### src/rtl/ram_access_ctrl.sv
// rtl/ram_access_ctrl.sv - initiator-side sequencer for the 16x4 asynchronous RAM
//
// Converts a valid/ready request stream into setup/strobe/hold RAM pin
// activity, returns read data over a valid/ready response channel, and runs
// a self-timed clear sweep that writes CLEAR_VALUE to all 16 cells.
//
// Ports:
//   clk, rst_n                      clock, asynchronous active-low reset
//   req_valid/req_ready             request handshake
//   req_write/req_addr/req_wdata    request payload (1 = write)
//   rsp_valid/rsp_ready/rsp_rdata   read response handshake and data
//   clear_start/clear_done          start pulse / completion pulse of clear sweep
//   busy                            high whenever not IDLE
//   ram_cs/ram_write_en             RAM select (active high) / write strobe (active low)
//   ram_addr/ram_wdata/ram_rdata    RAM address, write data, read data
module ram_access_ctrl #(
  parameter int         WR_PULSE    = 1,
  parameter int         RD_WAIT     = 1,
  parameter logic [3:0] CLEAR_VALUE = 4'h0
) (
  input  logic       clk,
  input  logic       rst_n,
  input  logic       req_valid,
  output logic       req_ready,
  input  logic       req_write,
  input  logic [3:0] req_addr,
  input  logic [3:0] req_wdata,
  output logic       rsp_valid,
  input  logic       rsp_ready,
  output logic [3:0] rsp_rdata,
  input  logic       clear_start,
  output logic       clear_done,
  output logic       busy,
  output logic       ram_cs,
  output logic       ram_write_en,
  output logic [3:0] ram_addr,
  output logic [3:0] ram_wdata,
  input  logic [3:0] ram_rdata
);

  localparam int MAXP = (WR_PULSE > RD_WAIT) ? WR_PULSE : RD_WAIT;
  localparam int CW   = (MAXP > 1) ? $clog2(MAXP) : 1;

  typedef enum logic [2:0] {
    ST_IDLE,
    ST_SETUP,
    ST_STROBE,
    ST_HOLD,
    ST_RSP
  } state_t;

  state_t          r_state, w_state_nxt;
  logic [CW-1:0]   r_cnt, w_cnt_nxt;
  logic            r_clear, w_clear_nxt;
  logic [3:0]      r_sweep, w_sweep_nxt;
  logic            r_write, w_write_nxt;
  logic            r_cs, w_cs_nxt;
  logic            r_write_en, w_write_en_nxt;
  logic [3:0]      r_addr, w_addr_nxt;
  logic [3:0]      r_wdata, w_wdata_nxt;
  logic            r_rsp_valid, w_rsp_valid_nxt;
  logic [3:0]      r_rdata, w_rdata_nxt;
  logic            r_clear_done, w_clear_done_nxt;
  logic [CW-1:0]   w_last;
  logic            w_idle_open;

  // Acceptance window without rst_n so the reset net never feeds a flop D input;
  // the reset gating is applied only on the req_ready output itself.
  assign w_idle_open = (r_state == ST_IDLE) && !clear_start;
  assign w_last      = r_write ? CW'(WR_PULSE - 1) : CW'(RD_WAIT - 1);

  assign req_ready    = w_idle_open && rst_n;
  assign busy         = (r_state != ST_IDLE);
  assign rsp_valid    = r_rsp_valid;
  assign rsp_rdata    = r_rdata;
  assign clear_done   = r_clear_done;
  assign ram_cs       = r_cs;
  assign ram_write_en = r_write_en;
  assign ram_addr     = r_addr;
  assign ram_wdata    = r_wdata;

  always_ff @(posedge clk or negedge rst_n) begin
    if (!rst_n) begin
      r_state      <= ST_IDLE;
      r_cnt        <= '0;
      r_clear      <= 1'b0;
      r_sweep      <= 4'h0;
      r_write      <= 1'b0;
      r_cs         <= 1'b0;
      r_write_en   <= 1'b1;
      r_addr       <= 4'h0;
      r_wdata      <= 4'h0;
      r_rsp_valid  <= 1'b0;
      r_rdata      <= 4'h0;
      r_clear_done <= 1'b0;
    end else begin
      r_state      <= w_state_nxt;
      r_cnt        <= w_cnt_nxt;
      r_clear      <= w_clear_nxt;
      r_sweep      <= w_sweep_nxt;
      r_write      <= w_write_nxt;
      r_cs         <= w_cs_nxt;
      r_write_en   <= w_write_en_nxt;
      r_addr       <= w_addr_nxt;
      r_wdata      <= w_wdata_nxt;
      r_rsp_valid  <= w_rsp_valid_nxt;
      r_rdata      <= w_rdata_nxt;
      r_clear_done <= w_clear_done_nxt;
    end
  end

  always_comb begin
    w_state_nxt      = r_state;
    w_cnt_nxt        = r_cnt;
    w_clear_nxt      = r_clear;
    w_sweep_nxt      = r_sweep;
    w_write_nxt      = r_write;
    w_cs_nxt         = r_cs;
    w_write_en_nxt   = r_write_en;
    w_addr_nxt       = r_addr;
    w_wdata_nxt      = r_wdata;
    w_rsp_valid_nxt  = r_rsp_valid;
    w_rdata_nxt      = r_rdata;
    w_clear_done_nxt = 1'b0;

    unique case (r_state)
      ST_IDLE: begin
        // clear_start wins over a simultaneous request
        if (clear_start) begin
          w_state_nxt = ST_SETUP;
          w_clear_nxt = 1'b1;
          w_sweep_nxt = 4'h0;
          w_write_nxt = 1'b1;
          w_addr_nxt  = 4'h0;
          w_wdata_nxt = CLEAR_VALUE;
        end else if (req_valid && w_idle_open) begin
          w_state_nxt = ST_SETUP;
          w_write_nxt = req_write;
          w_addr_nxt  = req_addr;
          w_wdata_nxt = req_wdata;
        end
      end
      ST_SETUP: begin
        // address/data have been stable for a full cycle with cs low
        w_state_nxt    = ST_STROBE;
        w_cs_nxt       = 1'b1;
        w_write_en_nxt = !r_write;
        w_cnt_nxt      = '0;
      end
      ST_STROBE: begin
        if (r_cnt == w_last) begin
          w_state_nxt    = ST_HOLD;
          w_cs_nxt       = 1'b0;
          w_write_en_nxt = 1'b1;
          if (!r_write) begin
            w_rdata_nxt = ram_rdata;
          end
        end else begin
          w_cnt_nxt = r_cnt + CW'(1);
        end
      end
      ST_HOLD: begin
        if (r_clear) begin
          if (r_sweep == 4'hF) begin
            w_state_nxt      = ST_IDLE;
            w_clear_nxt      = 1'b0;
            w_sweep_nxt      = 4'h0;
            w_clear_done_nxt = 1'b1;
          end else begin
            // next cell's address is presented while cs is low
            w_state_nxt = ST_SETUP;
            w_sweep_nxt = r_sweep + 4'd1;
            w_addr_nxt  = r_sweep + 4'd1;
          end
        end else if (r_write) begin
          w_state_nxt = ST_IDLE;
        end else begin
          w_state_nxt     = ST_RSP;
          w_rsp_valid_nxt = 1'b1;
        end
      end
      ST_RSP: begin
        if (rsp_ready) begin
          w_state_nxt     = ST_IDLE;
          w_rsp_valid_nxt = 1'b0;
        end
      end
      default: begin
        w_state_nxt = ST_IDLE;
      end
    endcase
  end

endmodule

### config.mk
export PLATFORM = sky130hd
export DESIGN_NAME = ram_access_ctrl
export DESIGN_NICKNAME = d
export VERILOG_FILES = /design/src/rtl/ram_access_ctrl.sv
export SDC_FILE = /design/constraint.sdc
export NUM_CORES = 1
export LEC_CHECK = 0
export ABC_AREA = 1
export BUFFER_PORTS_ARGS = -buffer_cell sky130_fd_sc_hd__buf_2
export CAP_MARGIN = 0
export CORE_MARGIN = 4
export CORE_UTILIZATION = 30
export DETAILED_ROUTE_END_ITERATION = 12
export GPL_TIMING_DRIVEN = 1
export PLACE_DENSITY = 0.56
export SKIP_LAST_GASP = 1
export SYNTH_ARGS = -nofsm -noshare
export SYNTH_HDL_FRONTEND = slang
export SYNTH_SLANG_ARGS = --single-unit
### constraint.sdc
create_clock -name clk -period 2.9 [get_ports clk]
set_input_delay 0.435 -clock clk [delete_from_list [all_inputs] [get_ports clk]]
set_output_delay 0.435 -clock clk [all_outputs]
set_load 0.005 [all_outputs]
==> results.txt <==
----------------------------------------------------
[Synthesis]
  Synthesized instance count ... 138
  Dominant combinational cell family by area after synthesis ... simple AND/OR/NAND/NOR gates
  Top area cells in the synthesized netlist ... sky130_fd_sc_hd__dfrtp_1, sky130_fd_sc_hd__nand2_1, sky130_fd_sc_hd__nand3_1
  Most used standard cell by instance count after synthesis ... sky130_fd_sc_hd__nand2_1
  Parity-gate share of the synthesized area counting xor and xnor cells ... 0
  Sequential element share of the synthesized area ... 0.5353
  Post-synthesis area per instance ... 8.486 µm²
  Compound-cell area share of the yosys netlist ... 0.06731
  Leading register cell type out of synthesis ... sky130_fd_sc_hd__dfrtp_1
  Share of cell area taken by muxes after synthesis ... 0
  Number of flops mapped to enable cells by yosys ... 0
  Synthesis-stage register bit count ... 25
  Area fraction of the dominant cell type after synthesis ... 0.5128
  Net Count, Synth ... 157
  Commonest cells in the netlist ... sky130_fd_sc_hd__nand2_1, sky130_fd_sc_hd__dfrtp_1, sky130_fd_sc_hd__nand3_1
  Synth Area in Simple Gates ... 0.3333
  Largest area contributor in the synthesized netlist ... sky130_fd_sc_hd__dfrtp_1
  Share of synthesized registers carrying an async set or reset ... 1.000
  Distinct cell type count after synthesis ... 22
  Adder-cell area share of the yosys netlist ... 0.01068
  Area of the mapped netlist ... 0.001171 mm²
  Count of warnings emitted by yosys ... 0

[Global route]
  Gr usage total ... 0.1262
  Number of antenna violations at the first check in global routing ... 0
  Pin count of the biggest net entering global routing ... 26
  GR Overflow Total ... 0
  Via count of the first global-routing pass ... 1144
  Wire length of the first global-routing pass ... 5.140 mm

[Clock network]
  Clock insertion delay at the later pin of the skew report ... 0.26 ns
  Root buf cell ... sky130_fd_sc_hd__clkbuf_8
  CTS hold repair buffers ... 0
  Count of instances resized after the clock tree is built ... 0
  Number of levels the H-tree was split into ... 1
  TritonCTS clock tree ... done
  Setup Buffers After CTS ... 0
  Maximum buffer depth of the clock tree ... 2
  CTS buffer count ... 3
  Clock-pin slew on the worst setup and hold paths ... 0.09 ns
  Clock Sinks ... 25

[Critical path]
  Critical path start-end classification ... reg -> out
  Highest-delay cell along the critical path ... sky130_fd_sc_hd__dfrtp_1
  CP Capture Type ... output port
  Maximum fanout along the worst path ... 6
  Series of cell instances along the critical path ... nor2_2 > nand2_2 > nor3b_1 > buf_2
  Startpoint kind of the worst setup timing path ... flip-flop
  Critical path data arrival time ... 1.38 ns
  Critical Path RT ... 2.47 ns
  Longest individual stage delay on the worst path ... 0.47 ns

[STA]
  Worst clock skew on the final layout ... 0.005346 ns
  FMAX ... 549.8 MHz
  Fin. max-slew vios ... 0
  Number of setup violations in the final report ... 0
  Final hold violation count ... 0
  Clock period minus worst slack ... 1.819 ns
  RSZ-0062 raised after global routing ... no
  Final hold slack ... 0.1817 ns
  Remaining max-slew budget at the tightest pin ... 0.7242
  Part of the cycle the worst path needs ... 0.6272
  Measured slew at the worst slew-check pin ... 0.4121 ns
  Setup TNS Final ... 0 ns

[Floorplanning]
  Rows ... 22
  Overall die area ... 0.004967 mm²
  Horizontal die dimension ... 70.48 µm
  Effective utilization at floorplan ... 0.3152
  Io pins ... 36
  Core footprint ... 0.003716 mm²
  DIE HEIGHT ... 70.48 µm

[Outcome]
  Run status ... finished, final reports clean

[Cells and area]
  Antenna Cells ... 0
  Share of final-layout standard cells stronger than drive strength 1 ... 0.2809
  Multi-input logic area ... 481.7 µm²
  Seq. cell area ... 626.9 µm²
  Fill cell total of the finished layout ... 410
  Layout net count ... 198
  Synthesis-to-finish area growth ... 24.57%

[Power]
  Internal portion of total power ... 783.0 µW
  Power share of the sequential group ... 0.438
  Combinational share of power ... 0.408
  Switching part of the total power ... 0.4007
  P_leak ... 0.8067 nW
  VDD IR max ... 0.4556 mV
  Clock network fraction of design power ... 0.154
  Switching Power ... 523.5 µW
  PD cells ... 895.5 mW/mm²

[Routing]
  Per-cell routed wire length ... 12.09 µm
  Routed Antenna Nets ... 0
  Initial DRC count ... 43
  DRC violations left ... 0
  Avg Vias per Cell ... 4.615
  DR pass1 iterations ... 4
  Routed wire length ... 2.732 mm
  Number of vias in the routed layout ... 1043

[Min path]
  Worst min-delay path class ... in -> async

[Flow run]
  Max-cap check violation count ... 0

[Place]
  Total half-perimeter wirelength after legalization and detailed placement ... 2.172 mm
  Number of I/O port buffers ... 35
  Weighted congestion reported at the end of routability-driven placement ... 0.7251

----------------------------------------------------
sequential cells by signal (all words and copies together) (netlist names):
name and flops:
clear_done 1, r_clear 1, r_state 3, r_sweep 4, r_write 1, ram_addr 4
ram_cs 1, ram_wdata 4, ram_write_en 1, rsp_rdata 4, rsp_valid 1
power by group through the flow:
stage | logic [mW] | registers (mW) | clock network [mW]
floorplan | 0.343 | 0.571 | 0
detailed placement | 0.542 | 0.578 | 0
CTS | 0.543 | 0.573 | 0.213
global placement | 0.540 | 0.571 | 0
global route | 0.624 | 0.591 | 0.232
finish | 0.533 | 0.572 | 0.201
cells in the final DEF (no fill, tap or decap):
cell / synthesis / layout
sky130_fd_sc_hd__o21ai_1: 4 / 4
sky130_fd_sc_hd__dfrtp_1: 24 / 24
sky130_fd_sc_hd__o22a_1: 1 / 1
sky130_fd_sc_hd__nand3_4: 1 / 1
sky130_fd_sc_hd__clkbuf_1: 0 / 1
sky130_fd_sc_hd__clkbuf_8: 0 / 3
sky130_fd_sc_hd__a21oi_1: 1 / 1
sky130_fd_sc_hd__nor2_1: 4 / 4
sky130_fd_sc_hd__nor3b_1: 1 / 1
sky130_fd_sc_hd__dfstp_2: 1 / 1
sky130_fd_sc_hd__nor2_2: 2 / 2
sky130_fd_sc_hd__nand2_1: 45 / 45
sky130_fd_sc_hd__nor3_1: 1 / 1
sky130_fd_sc_hd__inv_1: 13 / 13
sky130_fd_sc_hd__ha_1: 1 / 1
sky130_fd_sc_hd__or2_0: 1 / 1
sky130_fd_sc_hd__nand4_1: 3 / 3
sky130_fd_sc_hd__inv_2: 2 / 2
sky130_fd_sc_hd__buf_4: 0 / 1
sky130_fd_sc_hd__nand2_2: 2 / 2
sky130_fd_sc_hd__buf_2: 0 / 35
sky130_fd_sc_hd__o21ai_0: 9 / 9
sky130_fd_sc_hd__inv_4: 1 / 1
sky130_fd_sc_hd__nand3_1: 19 / 19
sky130_fd_sc_hd__nor2_8: 1 / 1
sky130_fd_sc_hd__nand2_4: 1 / 1
layout make-up:
class / instances / area share
multi-input combinational: 97 / 0.3302
sequential: 25 / 0.4297
tap: 48 / 0.04117
inverter: 16 / 0.04288
clock buffer: 4 / 0.03087
timing repair buffer: 36 / 0.1252
metrics by stage:
| stage | std cells | utilization | power [mW] | setup WS, ns | area, µm² |
|---|---|---|---|---|---|
| finish | 226 | 0.3926 | 1.306 | 1.081 | 1459 |
| global route | 226 | 0.3926 | 1.447 | 0.9024 | 1459 |
| CTS | 226 | 0.3926 | 1.329 | 1.075 | 1459 |
| detailed placement | 222 | 0.3805 | 1.120 | 1.376 | 1414 |
| global placement | 222 | 0.3805 | 1.111 | 1.391 | 1414 |
| floorplan | 138 | - | 0.9144 | 1.509 | 1171 |
routing by layer:
metal / global-route usage / up-vias / routed length (µm)
met5: 0 / - / 0
met4: 0.02766 / 0 / 10
met3: 0.04748 / 2 / 200
met2: 0.1996 / 38 / 1158
met1: 0.1634 / 475 / 1361
li1: - / 528 / -
critical path, delay by kind of cell, from the launching register on:
kind                   cells  cell delay (ns)
AND/OR/NAND/NOR            3             0.51
flip-flops                 1             0.47
buffers and inverters      1             0.14
worst paths after layout:
kind	slack, ns	to	depth (start not counted)	from
min in group clk	0.40	r_write$_DFFE_PN0P_	3	req_write
max	1.08	req_ready	4	r_state[1]$_DFFE_PN0P_
min	0.18	clear_done$_DFF_PN0_	2	rst_n
max reg2reg	1.53	ram_addr[3]$_DFFE_PN0P_	8	r_sweep[0]$_DFFE_PN0P_
max in group asynchronous	2.42	ram_write_en$_DFFE_PN1P_	2	rst_n
min reg2reg	0.47	ram_cs$_DFFE_PN0P_	2	ram_cs$_DFFE_PN0P_
cell families after synthesis:
logic type | after synthesis
compound gates | 15
fa+ha+maj | 1
buf+inv | 16
flops | 25
simple gates | 81
Power figures use the tool's default switching activity.
